===== config.mk =====
export PLATFORM = sky130hd
export DESIGN_NAME = vending_credit_sequencer
export DESIGN_NICKNAME = d
export VERILOG_FILES = /design/src/rtl/vending_credit_sequencer.sv
export SDC_FILE = /design/constraint.sdc
export NUM_CORES = 1
export LEC_CHECK = 0
export CAP_MARGIN = 30
export CELL_PAD_IN_SITES_DETAIL_PLACEMENT = 1
export CELL_PAD_IN_SITES_GLOBAL_PLACEMENT = 1
export CORE_ASPECT_RATIO = 0.6
export CORE_MARGIN = 5
export CORE_UTILIZATION = 37
export CTS_BUF_LIST = sky130_fd_sc_hd__clkbuf_16
export DETAILED_ROUTE_END_ITERATION = 8
export GPL_TIMING_DRIVEN = 0
export PLACE_DENSITY_LB_ADDON = 0.1
export SLEW_MARGIN = 40
export SYNTH_ARGS = -nofsm -noshare
export SYNTH_HDL_FRONTEND = slang
export SYNTH_SLANG_ARGS = --single-unit

===== constraint.sdc =====
create_clock -name clk -period 2.6 [get_ports clk]
set_clock_uncertainty 0.15 [all_clocks]
set_input_delay 0.26 -clock clk [delete_from_list [all_inputs] [get_ports clk]]
set_output_delay 0.26 -clock clk [all_outputs]
set_load 0.03 [all_outputs]

===== src/rtl/vending_credit_sequencer.sv =====
// Credit sequencer for the soda machine: accumulates coins, sells against a price,
// holds the dispenser for a fixed time and then pays change out one coin per pulse.
module vending_credit_sequencer #(
   parameter int W           = 8,
   parameter int COIN_UNIT   = 5,
   parameter int DISP_CYCLES = 4,
   parameter int TIMEOUT     = 255
) (
   input  logic         clk,
   input  logic         rst,
   input  logic         coin_valid,
   input  logic [W-1:0] coin_value,
   input  logic         sel_valid,
   input  logic [W-1:0] price,
   input  logic         cancel,
   output logic         dispense,
   output logic         change_pulse,
   output logic         coin_reject,
   output logic         sel_denied,
   output logic         busy,
   output logic [W-1:0] credit,
   output logic [2:0]   state_dbg
);

   typedef enum logic [2:0] {S_IDLE, S_CREDIT, S_DISP, S_CHG_A, S_CHG_B} state_t;

   localparam int TW = (TIMEOUT > 1) ? $clog2(TIMEOUT) : 1;
   localparam int DW = (DISP_CYCLES > 1) ? $clog2(DISP_CYCLES) : 1;
   localparam logic [W-1:0]  UNIT  = W'(COIN_UNIT);
   localparam logic [TW-1:0] TLAST = TW'(TIMEOUT - 1);
   localparam logic [DW-1:0] DLAST = DW'(DISP_CYCLES - 1);

   state_t        state_q, state_d;
   logic [W-1:0]  credit_q, credit_d;
   logic [TW-1:0] timer_q, timer_d;
   logic [DW-1:0] disp_cnt_q, disp_cnt_d;
   logic          dispense_q, dispense_d;
   logic          change_q, change_d;
   logic          reject_q, reject_d;
   logic          denied_q, denied_d;
   logic          busy_q, busy_d;
   logic [W:0]    sum;
   logic          tick, to_change, to_rest;

   always_comb begin
      state_d    = state_q;
      credit_d   = credit_q;
      timer_d    = timer_q;
      disp_cnt_d = disp_cnt_q;
      dispense_d = 1'b0;
      change_d   = 1'b0;
      reject_d   = 1'b0;
      denied_d   = 1'b0;
      tick       = 1'b0;
      to_change  = 1'b0;
      to_rest    = 1'b0;
      sum        = {1'b0, credit_q} + {1'b0, coin_value};

      case (state_q)
         S_IDLE: begin
            denied_d = sel_valid;
            if (coin_valid && coin_value != '0) begin
               credit_d = coin_value;
               timer_d  = '0;
               state_d  = S_CREDIT;
            end
         end
         S_CREDIT: begin
            // Priority cancel > sel_valid > coin_valid; losers are refused.
            if (cancel) begin
               reject_d  = coin_valid;
               denied_d  = sel_valid;
               to_change = 1'b1;
            end else if (sel_valid) begin
               reject_d = coin_valid;
               if (credit_q >= price) begin
                  credit_d   = credit_q - price;
                  disp_cnt_d = DLAST;
                  dispense_d = 1'b1;
                  state_d    = S_DISP;
               end else begin
                  denied_d = 1'b1;
                  tick     = 1'b1;
               end
            end else if (coin_valid && !sum[W]) begin
               credit_d = sum[W-1:0];
               timer_d  = '0;
            end else begin
               reject_d = coin_valid;
               tick     = 1'b1;
            end
         end
         S_DISP: begin
            reject_d = coin_valid;
            denied_d = sel_valid;
            if (disp_cnt_q == '0) begin
               if (credit_q >= UNIT) to_change = 1'b1;
               else                  to_rest   = 1'b1;
            end else begin
               disp_cnt_d = disp_cnt_q - 1'b1;
               dispense_d = 1'b1;
            end
         end
         S_CHG_A: begin
            reject_d = coin_valid;
            denied_d = sel_valid;
            state_d  = S_CHG_B;
         end
         S_CHG_B: begin
            reject_d = coin_valid;
            denied_d = sel_valid;
            if (credit_q >= UNIT) to_change = 1'b1;
            else                  to_rest   = 1'b1;
         end
         default: state_d = S_IDLE;
      endcase

      if (tick) begin
         if (timer_q == TLAST) to_change = 1'b1;
         else                  timer_d   = timer_q + 1'b1;
      end

      // Entering the payout loop with less than one coin unit spends a single quiet cycle.
      if (to_change) begin
         if (credit_q >= UNIT) begin
            credit_d = credit_q - UNIT;
            change_d = 1'b1;
            state_d  = S_CHG_A;
         end else begin
            state_d = S_CHG_B;
         end
      end

      if (to_rest) begin
         state_d = (credit_q != '0) ? S_CREDIT : S_IDLE;
         timer_d = '0;
      end

      busy_d = (state_d == S_DISP) || (state_d == S_CHG_A) || (state_d == S_CHG_B);
   end

   always_ff @(posedge clk) begin
      if (rst) begin
         state_q    <= S_IDLE;
         credit_q   <= '0;
         timer_q    <= '0;
         disp_cnt_q <= '0;
         dispense_q <= 1'b0;
         change_q   <= 1'b0;
         reject_q   <= 1'b0;
         denied_q   <= 1'b0;
         busy_q     <= 1'b0;
      end else begin
         state_q    <= state_d;
         credit_q   <= credit_d;
         timer_q    <= timer_d;
         disp_cnt_q <= disp_cnt_d;
         dispense_q <= dispense_d;
         change_q   <= change_d;
         reject_q   <= reject_d;
         denied_q   <= denied_d;
         busy_q     <= busy_d;
      end
   end

   assign dispense     = dispense_q;
   assign change_pulse = change_q;
   assign coin_reject  = reject_q;
   assign sel_denied   = denied_q;
   assign busy         = busy_q;
   assign credit       = credit_q;
   assign state_dbg    = state_q;

endmodule


==> metrics list, run 1 <==
- FMAX: 364.2 MHz
* Post-route ant nets: 0
- Setup repair after global routing could not meet its margin everywhere.
- Number of diodes added for antenna fixing: 0
- The synthesized design contains 0 enable-type register cells.
- Final weighted congestion in routability-driven placement: 0.8330
- After clock tree synthesis, the clock-pin slew on the worst setup and hold paths is 0.07 ns.
- Final WS setup: -0.1457 ns
- Iteration-0 DRC count of the detailed router: 154
- Setup violations remaining at the end of the flow were counted as 17.
- The layout has about 750 filler cells.
- H-tree depth: 1
- Sum of net half-perimeters after detailed placement: roughly 6400 um
* Critical Path End Type: flip-flop
* Final worst path period share: 105.6%
- Global routing used 21.73% of the available tracks.
* Count of nets after finishing: 401
* Data required time of the critical path: about 2.6 ns
* Die height: between 70 and 80 um
* Synth cell types: 61
* Leading area contributor after synthesis: sky130_fd_sc_hd__dfxtp_1
* Sort of element at the start of the critical path: flip-flop
- Leakage power total: 0.001234 uW
* Path type of the worst setup path: reg -> reg
- Slew at the pin with the worst max-slew slack: 0.8186 ns
* Synthesized netlist cell count: 294
* Result of the run: complete, but fails checks
- Total area of sequential cells: around 540 sq um
- Starting utilization of the core area: 38.80%
* P&R area growth vs syn: 42.15%
- Multi-input combinational cell area: 0.002033 sq mm
* Number of synthesized register bits: 26
- Final Max Tran Viols: 0
- Sequential share of the synthesized area: 21.57%
- TritonCTS clock tree: done
- Before antenna repair, the detailed router went through 4 iterations.
* First-pass GRT wire length: 14210 um
- Final core utilization: 55.15%
- Data arrival time at the worst-slack endpoint: ~2.8 ns
* Area share of the largest cell type after synthesis: 21.57%
- FP Rows: 22
- IR analysis of the VDD net gives a maximum drop of 0.4712 mV.
* Hold_ws: 0.3359 ns
* Buffers from clock root to sink, at most: 2
- Num CTS Buffers: 3
- Pin count of the biggest net entering global routing: 15
- Wires add up to 9267 um.
- The initial antenna violation count was 0.
- The final reports fail on setup timing.
- For the worst-skew pair, the clock arrives at the later sink with an insertion delay of 0.26 ns.
- Worst Hold Class: reg -> reg
* Grt total ovfl: 0
* Predominant post-synthesis flop cell: sky130_fd_sc_hd__dfxtp_1
* Post-synthesis async set-or-reset flop share: 0%
- Final hold violation count: 0
* Routed via count divided by cell count: ~6
* PwrDens: around 1100 mW/mm^2
- The commonest cells after synthesis are sky130_fd_sc_hd__a21oi_1, sky130_fd_sc_hd__nor2_1, sky130_fd_sc_hd__dfxtp_1, sky130_fd_sc_hd__ha_1, sky130_fd_sc_hd__o21ai_0.
- Clock tree synthesis selected as its root buffer the cell sky130_fd_sc_hd__clkbuf_16.
- Count of port buffers added during placement: 35
- Relative slew slack: 45.20%
- Fin crit period: approximately 2.7 ns
- YS warnings: 0
- Share of cells above drive strength 1: 28.17%
* Ports placed on the boundary: 37
- Full die area: 0.008291 sq mm
- Post-detailed-route wirelength per cell: roughly 21 um
- Net count after synthesis: 339
* Core area: 0.006221 sq mm
- Number of global-route vias before repair: 2654
- Dividing the synthesized area by the synthesized cell count gives 8.209 sq um.
* DRC errors left: 0
* Leading cell types by total area after synthesis: sky130_fd_sc_hd__dfxtp_1, sky130_fd_sc_hd__ha_1, sky130_fd_sc_hd__a21oi_1, sky130_fd_sc_hd__a221oi_1, sky130_fd_sc_hd__nor2_1
* Detailed-route via count: 2575
- Max-cap violations in this run came to 0.
- Clock Sink Count: 26
- Mapped cell area: 0.002414 sq mm
* Horizontal extent of the die: 114.3 um
* Maximum fanout along the worst path: 4
[cell families after synthesis]
| kind of cell | synth area share (%) |
|---|---|
| xor gates and xnor gates | 4.718 |
| buffers and inverters | 5.235 |
| DFF | 21.57 |
| muxes | 0.4665 |
| adders and majority gates | 13.06 |
| AOI/OAI and AO/OA | 30.33 |
| and+or+nand+nor | 24.62 |
[layout by cell type (no fill, tap or decap), types with 5 or more instances in the layout]
cell type / count
sky130_fd_sc_hd__xor2_1: 5
sky130_fd_sc_hd__xnor2_1: 8
sky130_fd_sc_hd__a21oi_1: 25
sky130_fd_sc_hd__buf_6: 7
sky130_fd_sc_hd__ha_4: 8
sky130_fd_sc_hd__dlygate4sd2_1: 5
sky130_fd_sc_hd__ha_1: 9
sky130_fd_sc_hd__nor2b_1: 5
sky130_fd_sc_hd__a221oi_1: 9
sky130_fd_sc_hd__ha_2: 5
sky130_fd_sc_hd__clkdlybuf4s50_1: 30
sky130_fd_sc_hd__buf_4: 20
sky130_fd_sc_hd__inv_1: 15
sky130_fd_sc_hd__nand2b_1: 5
sky130_fd_sc_hd__o21ai_0: 16
sky130_fd_sc_hd__nand2_1: 13
sky130_fd_sc_hd__dfxtp_1: 19
sky130_fd_sc_hd__nor3_1: 9
sky130_fd_sc_hd__a221oi_2: 6
sky130_fd_sc_hd__nor2_1: 24
[cell type report]
cell class,count,share of cell area [%]
buffer,8,1.568
timing repair buffer,59,16.19
clock buffer,3,2.188
sequential,26,15.65
clock inverter,1,0.1094
tap,84,3.063
inverter,18,1.969
multi-input combinational,240,59.26
[path summary, 6_finish.rpt]
| check | start | end | slack, ns | cells after the start |
|---|---|---|---|---|
| setup / recovery | credit[0] | credit[4] | -0.15 | 12 |
| hold reg to reg | disp_cnt_q[0] | disp_cnt_q[0] | 0.34 | 1 |
| setup reg to reg | credit[0] | credit[4] | -0.15 | 12 |
| hold / removal | disp_cnt_q[0] | disp_cnt_q[0] | 0.34 | 1 |
[critical path: stages (launching register included)]
cell	delay [ns]
sky130_fd_sc_hd__dfxtp_4	0.37
sky130_fd_sc_hd__ha_4	0.13
sky130_fd_sc_hd__inv_2	0.04
sky130_fd_sc_hd__fa_2	0.36
sky130_fd_sc_hd__nand2b_4	0.17
sky130_fd_sc_hd__a211oi_4	0.33
sky130_fd_sc_hd__nor2_4	0.08
sky130_fd_sc_hd__nand4bb_4	0.25
sky130_fd_sc_hd__a21oi_4	0.20
sky130_fd_sc_hd__buf_6	0.15
sky130_fd_sc_hd__buf_6	0.11
sky130_fd_sc_hd__a221oi_1	0.04
sky130_fd_sc_hd__a221oi_1	0.26
[flip-flops by register name (all words and copies together) (netlist names)]
signal and cells:
busy 1, change_pulse 1, coin_reject 1, credit 8, disp_cnt_q 2, dispense 1, sel_denied 1, state_dbg 3
timer_q 8
[report_power, final]
group	switching [uW]	leakage [uW]	internal (uW)
Combinational	1550	0.000980	1250
Sequential	182	0.000216	507
Clock	150	0.0000385	206
Total	1880	0.00123	1960
[stage by stage]
stage / setup slack, ns / total power [uW] / instances / instance area, sq um / setup TNS (ns)
after CTS: -0.05375 / 3563 / 436 / 3308 / -0.1967
after global placement: -0.8012 / 2817 / 413 / 2905 / -13.38
after detailed placement: -0.8795 / 2867 / 413 / 2905 / -14.95
final: -0.1457 / 3840 / 439 / 3431 / -1.293
after floorplan: 0.003500 / 2216 / 294 / 2450 / 0
after global routing: -0.2591 / 4057 / 439 / 3431 / -3.261
[repair_timing]
action | 4_1_cts | 5_1_grt
buffers inserted | 21 | 3
gates cloned | 0 | 0
endpoints found under the setup margin | 22 | 22
gates resized for setup | 47 | 22
hold endpoints to repair | 0 | 0
pin swaps | 17 | 21
hold buffers | 0 | 0
[per-layer routing]
| layer | up-vias | GRT usage (%) | share of wire [%] |
|---|---|---|---|
| met1 | 1272 | 32.70 | 49 |
| met3 | 13 | 3.917 | 6.6 |
| met4 | 0 | 2.108 | 0.99 |
| li1 | 1225 | - | - |
| met5 | - | 0 | 0 |
| met2 | 65 | 33.33 | 44 |
No activity file was read; power rests on OpenSTA's default activity.
==> run 2, diff against run 1 <==
--- a/config.mk
+++ b/config.mk
@@ -5,12 +5,13 @@
 export SDC_FILE = /design/constraint.sdc
 export NUM_CORES = 1
 export LEC_CHECK = 0
+export ABC_AREA = 1
 export CAP_MARGIN = 30
 export CELL_PAD_IN_SITES_DETAIL_PLACEMENT = 1
 export CELL_PAD_IN_SITES_GLOBAL_PLACEMENT = 1
 export CORE_ASPECT_RATIO = 0.6
 export CORE_MARGIN = 5
-export CORE_UTILIZATION = 37
+export CORE_UTILIZATION = 36
 export CTS_BUF_LIST = sky130_fd_sc_hd__clkbuf_16
 export DETAILED_ROUTE_END_ITERATION = 8
 export GPL_TIMING_DRIVEN = 0
==> metrics list, run 2 <==
- The total global routing overflow came to 0 (unchanged).
- The area fraction of the dominant cell type after synthesis is 19.64% (-1.9 points).
- The via count normalized by instance count is 5.070 (-14%).
- Sum of net half-perimeters after detailed placement: 6889 um (+7.2%)
- Data arrival time at the worst-slack endpoint: 2.47 ns (-0.29 ns)
* Data required time of the critical path: 2.62 ns (about the same)
- Count of max-cap constraint violations: 0 (unchanged)
- The final-layout worst hold slack was 0.3538 ns (+0.01792 ns).
- Number of filler cells placed in the layout: 941 (+26%)
- The starting DRC count in detailed routing is 116 (-25%).
- The final count of negative-setup-slack endpoints is 0 (-17).
- Worst Hold Class: reg -> reg
- The final wirelength is 8536 um (-7.9%).
* GRT Util Overall: 18.67% (-3.1 points)
- PwrDens: 1164 mW/mm^2 (+4.0%)
- Standard cell area after detailed placement: 0.003124 sq mm (+7.5%)
* Die height: 76.46 um (+5.4%)
- FP Rows: 24 (+9.1%)
- The most critical setup path has its endpoint at credit[2].
- The library cell used most frequently in the layout, excluding fill and tap cells, is sky130_fd_sc_hd__nand2_1.
- The count of buffers from port buffering came to 36 (+2.9%).
- The clock sink total is 26 (unchanged).
- Mean instance size in the synthesized netlist: 6.709 sq um (-18%)
- Final worst path period share: 94.41% (-11 points)
- By area the synthesized netlist is led by sky130_fd_sc_hd__dfxtp_1, sky130_fd_sc_hd__nand2_1, sky130_fd_sc_hd__ha_1, sky130_fd_sc_hd__inv_1, sky130_fd_sc_hd__nand3_1.
- Final WS setup: 0.1453 ns (+0.2910 ns)
- Post-route ant nets: 0 (unchanged)
- The die outline width came to 120.8 um (+5.7%).
- The number of enable flip-flop cells after synthesis was 0 (unchanged).
* Final Max Tran Viols: 0 (unchanged)
* Detailed-route via count: 2687 (+4.3%)
* Count of nets after finishing: 485 (+21%)
- Launch point of the worst reg-to-reg path: credit[0]
- Final hold violation count: 0 (unchanged)
- The count of H-tree levels built during CTS is 1 (unchanged).
* Relative slew slack: 50.18% (+5.0 points)
* Beginning of the critical path: price[0]
- The post-route total power is 3850 uW (+0.27%).
- The pin count of the biggest net entering global routing came to 15 (unchanged).
- The worst reg2reg path depth was 14 (+2).
- Buffers from clock root to sink, at most: 2 (unchanged)
- Final weighted congestion in routability-driven placement: 0.8641 (+3.7%)
- The length of the first detailed-routing pass in iterations came to 4 (unchanged).
- The fraction of final layout cells with drive strength greater than 1 was 16.40% (-12 points).
- Compared with the post-synthesis result, the final layout area differs by 24.83%.
- The number of distinct library cells after synthesis is 42 (-31%).
* Number of synthesized register bits: 26 (unchanged)
- The total number of yosys warnings came to 0 (unchanged).
- The instance count of the mapped netlist was 395 (+34%).
* Antenna violations before repair: 0 (unchanged)
* Top-count cell post-synth: sky130_fd_sc_hd__nand2_1
* Multi-input combinational cell area: 0.001884 sq mm (-7.3%)
- Num CTS Buffers: 3 (unchanged)
- Clock transition at path regs: 0.07 ns (about the same)
- The achievable frequency was 407.4 MHz (+12%).
- Fin crit period: 2.455 ns (-0.2910 ns)
- Flop2flop setup slack: 0.16 ns (+0.31 ns)
- The wire length of the first global-routing pass is 14000 um (-1.5%).
- In the layout the commonest cells are sky130_fd_sc_hd__nand2_1, sky130_fd_sc_hd__inv_1, sky130_fd_sc_hd__nor2_1.
- Sorting the synthesized cells by how often they occur yields sky130_fd_sc_hd__nand2_1, sky130_fd_sc_hd__inv_1, sky130_fd_sc_hd__nor2_1, sky130_fd_sc_hd__nand3_1, sky130_fd_sc_hd__dfxtp_1.
- Result of the run: finished clean
* Full die area: 0.009234 sq mm (+11%)
- The number of primary I/O pins came to 37 (unchanged).
- Path type of the worst setup path: in -> reg
- The antenna diode instance count came to 0 (unchanged).
* Sequential share of the synthesized area: 19.64% (-1.9 points)
- The via count of the first global-routing pass is 2741 (+3.3%).
- Area of all placed cells without fillers: 0.003308 sq mm (-3.6%)
- The effective utilization at floorplan was 36.77% (-2.0 points).
- Post-detailed-route wirelength per cell: 16.11 um (-24%)
- Later-pin clock latency in the skew report: 0.27 ns (about the same)
- The highest fanout seen on the critical path was 10 (+6).
- Setup repair after global routing left no endpoint under its margin.
- TritonCTS clock tree: done
- Worst slack, placed: -0.5746 ns (+0.3049 ns)
- Among all flip-flop cells after synthesis, the most frequent one is sky130_fd_sc_hd__dfxtp_1.
- In this run the critical register-to-register path is captured at credit[0].
- Core area: 0.007207 sq mm (+16%)
- Leakage power total: 0.001537 uW (+25%)
* Critical Path End Type: flip-flop
* Mapped cell area: 0.002650 sq mm (+9.8%)
* Leading area contributor after synthesis: sky130_fd_sc_hd__dfxtp_1
- The net count after synthesis was 440 (+30%).
- Slew at the pin with the worst max-slew slack: 0.7423 ns (-0.07625 ns)
- Sort of element at the start of the critical path: input port
- The peak supply drop is 0.6371 mV (+35%).
- The tree is rooted in a sky130_fd_sc_hd__clkbuf_16.
- The share of synthesized flip-flops with an asynchronous set or reset was 0% (unchanged).
- The number of design rule violations left after detail routing came to 0 (unchanged).
- The footprint of the flip-flops and latches is 528.0 sq um (-1.6%).
-- run 2: cell count changes after synthesis, moves of 8 or more --
cell,before,now
sky130_fd_sc_hd__nand3_1,5,33
sky130_fd_sc_hd__inv_1,18,57
sky130_fd_sc_hd__nor2_1,28,40
sky130_fd_sc_hd__inv_2,0,8
sky130_fd_sc_hd__nand2_1,13,94
sky130_fd_sc_hd__a22oi_1,1,9
sky130_fd_sc_hd__a21oi_1,28,13
sky130_fd_sc_hd__a221oi_1,16,0
sky130_fd_sc_hd__o21ai_0,21,6
-- run 2: cells by family (layout without fill, tap and decap cells) --
kind of cell | count (synthesis) | after routing | synth area share, %
adders and majority gates | 24 | 24 | 11.90
buffers and inverters | 70 | 114 | 10.86
AOI/OAI and AO/OA | 49 | 49 | 12.32
and+or+nand+nor | 212 | 212 | 40.65
xor gates and xnor gates | 14 | 14 | 4.627
DFF | 26 | 26 | 19.64
-- run 2: cell type report --
cell class	instances	area share, %
plain buffers	5	1.437
clock buffers	3	2.269
clock inverters	1	0.1135
inverters	65	7.602
multi-input cells	299	56.96
flip-flops and latches	26	15.96
well taps	91	3.442
repair buffers	40	12.22
-- run 2: per-stage QoR --
stage	instances	setup TNS, ns	util [%]
floorplan	395	0	-
global placement	522	-8.695	43.35
detailed placement	522	-9.563	43.35
CTS	528	0	44.97
global route	530	0	45.90
finish	530	0	45.90
-- run 2: worst min-delay path by stage --
| stage | start | endpoint | slack, ns | depth (start not counted) |
|---|---|---|---|---|
| final | disp_cnt_q[0] | disp_cnt_q[0] | 0.35 | 1 |
| after global routing | disp_cnt_q[0] | disp_cnt_q[0] | 0.38 | 1 |
| after CTS | disp_cnt_q[0] | disp_cnt_q[0] | 0.36 | 1 |
| after detailed placement | disp_cnt_q[0] | disp_cnt_q[0] | 0.35 | 1 |
| after global placement | disp_cnt_q[0] | disp_cnt_q[0] | 0.30 | 1 |
| after floorplan | rst | dispense | 0.18 | 1 |
-- run 2: layer usage --
metal / up-vias / part of all wire [%] / GRT usage, %
met2: 57 / 39 / 26.18
li1: 1377 / - / -
met1: 1243 / 55 / 29.05
met4: 0 / 0.89 / 3.394
met3: 10 / 5.3 / 3.783
met5: - / 0 / 0
-- run 2: critical path: stages --
cell	delay, ns
sky130_fd_sc_hd__clkdlybuf4s50_1	0.47
sky130_fd_sc_hd__ha_1	0.16
sky130_fd_sc_hd__inv_1	0.06
sky130_fd_sc_hd__fa_2	0.35
sky130_fd_sc_hd__nand2_2	0.08
sky130_fd_sc_hd__nand2_2	0.09
sky130_fd_sc_hd__nand3_2	0.11
sky130_fd_sc_hd__nand3_4	0.12
sky130_fd_sc_hd__nand2_8	0.12
sky130_fd_sc_hd__nand4_4	0.13
sky130_fd_sc_hd__nand2_4	0.12
sky130_fd_sc_hd__nand2_4	0.08
sky130_fd_sc_hd__buf_8	0.16
sky130_fd_sc_hd__o21ai_2	0.12
sky130_fd_sc_hd__nor2_1	0.05
-- run 2: repair_timing --
| action | in CTS | in global routing |
|---|---|---|
| hold buffers | 0 | 0 |
| setup buffers | 2 | 2 |
| gates resized for setup | 11 | 15 |
| pin swaps | 2 | 4 |
| endpoints found under the setup margin | 23 | 22 |
-- run 2: power breakdown --
group / switching (uW) / internal [uW] / leakage [uW]
sequential: 177 / 511 / 0.000214
combinational: 1740 / 1060 / 0.00128
clock: 157 / 207 / 0.0000385
==> run 3, diff against run 2 <==
--- a/config.mk
+++ b/config.mk
@@ -16,6 +16,7 @@
 export DETAILED_ROUTE_END_ITERATION = 8
 export GPL_TIMING_DRIVEN = 0
 export PLACE_DENSITY_LB_ADDON = 0.1
+export REMOVE_ABC_BUFFERS = 1
 export SLEW_MARGIN = 40
 export SYNTH_ARGS = -nofsm -noshare
 export SYNTH_HDL_FRONTEND = slang
==> metrics list, run 3 (synthesized netlist as in run 2, its figures left out) <==
- Number of diodes added for antenna fixing: 0 (unchanged)
- STA classifies the critical path endpoint as a flip-flop.
- The length of the first detailed-routing pass in iterations is 4 (unchanged).
* DRC errors left: 0 (unchanged)
- The post-route total power came to 3926 uW (+2.0%).
* Pin count of the biggest net entering global routing: 15 (unchanged)
* Clock Sink Count: 26 (unchanged)
* Num CTS Buffers: 3 (unchanged)
- Worst reg2reg path endpoint: credit[4]
- Worst hold endpoint: disp_cnt_q[0]
- The post-layout instance area is 0.003338 sq mm (+0.91%).
* Master cell of the clock root buffer: sky130_fd_sc_hd__clkbuf_16
- Hold-fix buffer count after cts: 0 (unchanged)
- Walking the worst path, the cells encountered are clkdlybuf4s50_1 > ha_1 > inv_1 > fa_2 > nand2_1 > nand2_2 > nand3_2 > nand3_4 > nand2_8 > nand4_4 > nand2_4 > nand2_8 > o21ai_0 > nor2_1.
- On the critical path the largest part of the delay comes from simple AND/OR/NAND/NOR gates.
- Buffers from clock root to sink, at most: 2 (unchanged)
* PwrDens: 1176 mW/mm^2 (+1.0%)
* Met1 wire length: 4555 um (-2.9%)
- FMAX: 403.5 MHz (-0.95%)
- The count of buffers from port buffering was 36 (unchanged).
- Flop2flop setup slack: 0.16 ns (about the same)
- Clock transition at path regs: 0.07 ns (about the same)
* Share of cells above drive strength 1: 16.67% (+0.27 points)
- The final count of negative-setup-slack endpoints is 0 (unchanged).
- Post-detailed-route wirelength per cell: 15.84 um (-1.7%)
- Largest stage delay, worst path: 0.47 ns (about the same)
- Count of nets after finishing: 490 (+1.0%)
- The starting DRC count in detailed routing is 123 (+6.0%).
* Buf+Inv Stages, Crit Path: 2 (-1)
- The met2 wirelength from detailed routing was 3310 um (-0.12%).
- The final critical delay including setup and external delays came to 2.478 ns (+0.02358 ns).
* Routed via count divided by cell count: 5.090 (+0.39%)
- Depth of the most critical reg-to-reg path: 14 (unchanged)
* Detailed-route via count: 2723 (+1.3%)
* Final core utilization: 46.32% (+0.42 points)
- The number of nets with antenna violations after detailed routing was 0 (unchanged).
- The slew at the pin with the worst max-slew slack was 0.7203 ns (-0.02199 ns).
- Data arrival time at the worst-slack endpoint: 2.49 ns (+0.02 ns)
- The highest fanout seen on the critical path is 7 (-3).
- Later-pin clock latency in the skew report: 0.27 ns (about the same)
- Launch point of the worst reg-to-reg path: credit[0]
- Antenna violations before repair: 0 (unchanged)
* Maximum resistive drop on vdd: 0.6405 mV (+0.54%)
* Core area: 0.007207 sq mm (unchanged)
- Worst Hold Class: reg -> reg
* Path type of the worst setup path: in -> reg
- Compared with the post-synthesis result, the final layout area differs by 25.97%.
- Detailed route wirelength on metal3: 575 um (+27%)
- Total area of sequential cells: 530.5 sq um (+0.47%)
- The worst setup path is launched from an input port.
* Starting utilization of the core area: 36.77% (unchanged)
- Die height: 76.46 um (unchanged)
- Counting stages on the worst path, the most repeated cell is sky130_fd_sc_hd__nand2_8.
* Hold Crit Depth: 1 (unchanged)
- Critical hold path startpoint: disp_cnt_q[0]
* First-pass GRT wire length: 14170 um (+1.2%)
* Final weighted congestion in routability-driven placement: 0.8319 (-3.7%)
* H-tree depth: 1 (unchanged)
* Grt total ovfl: 0 (unchanged)
* Hold_ws: 0.3148 ns (-0.03904 ns)
* Horizontal extent of the die: 120.8 um (unchanged)
* Most common cell after layout, fill and taps aside: sky130_fd_sc_hd__nand2_1
- Leakage power total: 0.001539 uW (+0.11%)
- The run finished with clean final reports.
- The number of fill cells in the layout is 928 (-1.4%).
* RSZ-0062 raised after global routing: true
- DRT Wirelength: 8472 um (-0.75%)
* Data required time of the critical path: 2.61 ns (about the same)
- The highest metal layer carrying signal wires in the routed design is met4.
- Final hold violation count: 0 (unchanged)
* Relative slew slack: 51.93% (+1.7 points)
- The post-place instance area is 0.003080 sq mm (-1.4%).
* GRT Util Overall: 18.78% (+0.11 points)
- Number of global-route vias before repair: 2716 (-0.91%)
* Final worst path period share: 95.32% (+0.91 points)
- The detailed placement HPWL came to 6637 um (-3.6%).
* Full die area: 0.009234 sq mm (unchanged)
* CP max stage cell: sky130_fd_sc_hd__clkdlybuf4s50_1
* Count of max-cap constraint violations: 0 (unchanged)
* Most frequent cells in the layout: sky130_fd_sc_hd__nand2_1, sky130_fd_sc_hd__inv_1, sky130_fd_sc_hd__nor2_1
- The site row count came to 24 (unchanged).
* Final Max Tran Viols: 0 (unchanged)
* Multi-input combinational cell area: 0.001894 sq mm (+0.53%)
* Ports placed on the boundary: 37 (unchanged)
* TritonCTS clock tree: done
==> run 3: per-stage QoR <==
| step | cells | setup TNS, ns | worst slack (ns) |
|---|---|---|---|
| finish | 535 | 0 | 0.1217 |
| global placement | 517 | -11.27 | -0.6858 |
| floorplan | 390 | -0.02959 | -0.02592 |
| global route | 535 | -0.01821 | -0.01821 |
| detailed placement | 517 | -12.44 | -0.7248 |
| CTS | 529 | 0 | 0.003882 |
==> run 3: power by group <==
part	leakage, uW	internal, uW	switching, uW
clock	0.0000385	207	156
combinational	0.00129	1080	1790
sequential	0.000214	514	176
==> run 3: final cells by class <==
cell class / instances / share of cell area, %
Clock buffer: 3 / 2.249
Clock inverter: 1 / 0.1124
Inverter: 65 / 7.721
Multi-Input combinational cell: 300 / 56.75
Sequential cell: 26 / 15.89
Tap cell: 91 / 3.411
Timing Repair Buffer: 49 / 13.87
==> run 3: how the worst max path moves through the flow <==
stage	from	endpoint	slack [ns]	cells after the start
floorplan	credit[1]	credit[1]	-0.03	13
global placement	coin_value[0]	credit[1]	-0.69	15
detailed placement	coin_value[0]	credit[1]	-0.72	15
CTS	credit[1]	credit[1]	0.004	13
global route	price[0]	credit[1]	-0.02	16
finish	price[0]	credit[4]	0.12	14
==> run 3: what timing repair did <==
item,in CTS,in global routing
endpoints found under the setup margin,23,22
gates cloned,0,1
gates resized for setup,14,13
buffers inserted,8,5
pin swaps,4,4
==> run 3: worst register-to-register path: stages (launching register included) <==
cell and delay [ns]:
sky130_fd_sc_hd__dfxtp_4 0.37, sky130_fd_sc_hd__inv_2 0.07, sky130_fd_sc_hd__ha_1 0.17, sky130_fd_sc_hd__inv_1 0.06, sky130_fd_sc_hd__fa_2 0.35, sky130_fd_sc_hd__nand2_1 0.09
sky130_fd_sc_hd__nand2_2 0.09, sky130_fd_sc_hd__nand3_2 0.11, sky130_fd_sc_hd__nand3_4 0.12, sky130_fd_sc_hd__nand2_8 0.12, sky130_fd_sc_hd__nand4_4 0.13, sky130_fd_sc_hd__nand2_4 0.18
sky130_fd_sc_hd__nand2_8 0.10, sky130_fd_sc_hd__o21ai_0 0.17, sky130_fd_sc_hd__nor2_1 0.07
==> run 3: routing by layer <==
| layer | GRT usage, % | vias to the layer above |
|---|---|---|
| met5 | 0 | - |
| met4 | 1.244 | 0 |
| met3 | 3.783 | 4 |
| met2 | 26.41 | 61 |
| met1 | 30.02 | 1280 |
| li1 | - | 1378 |
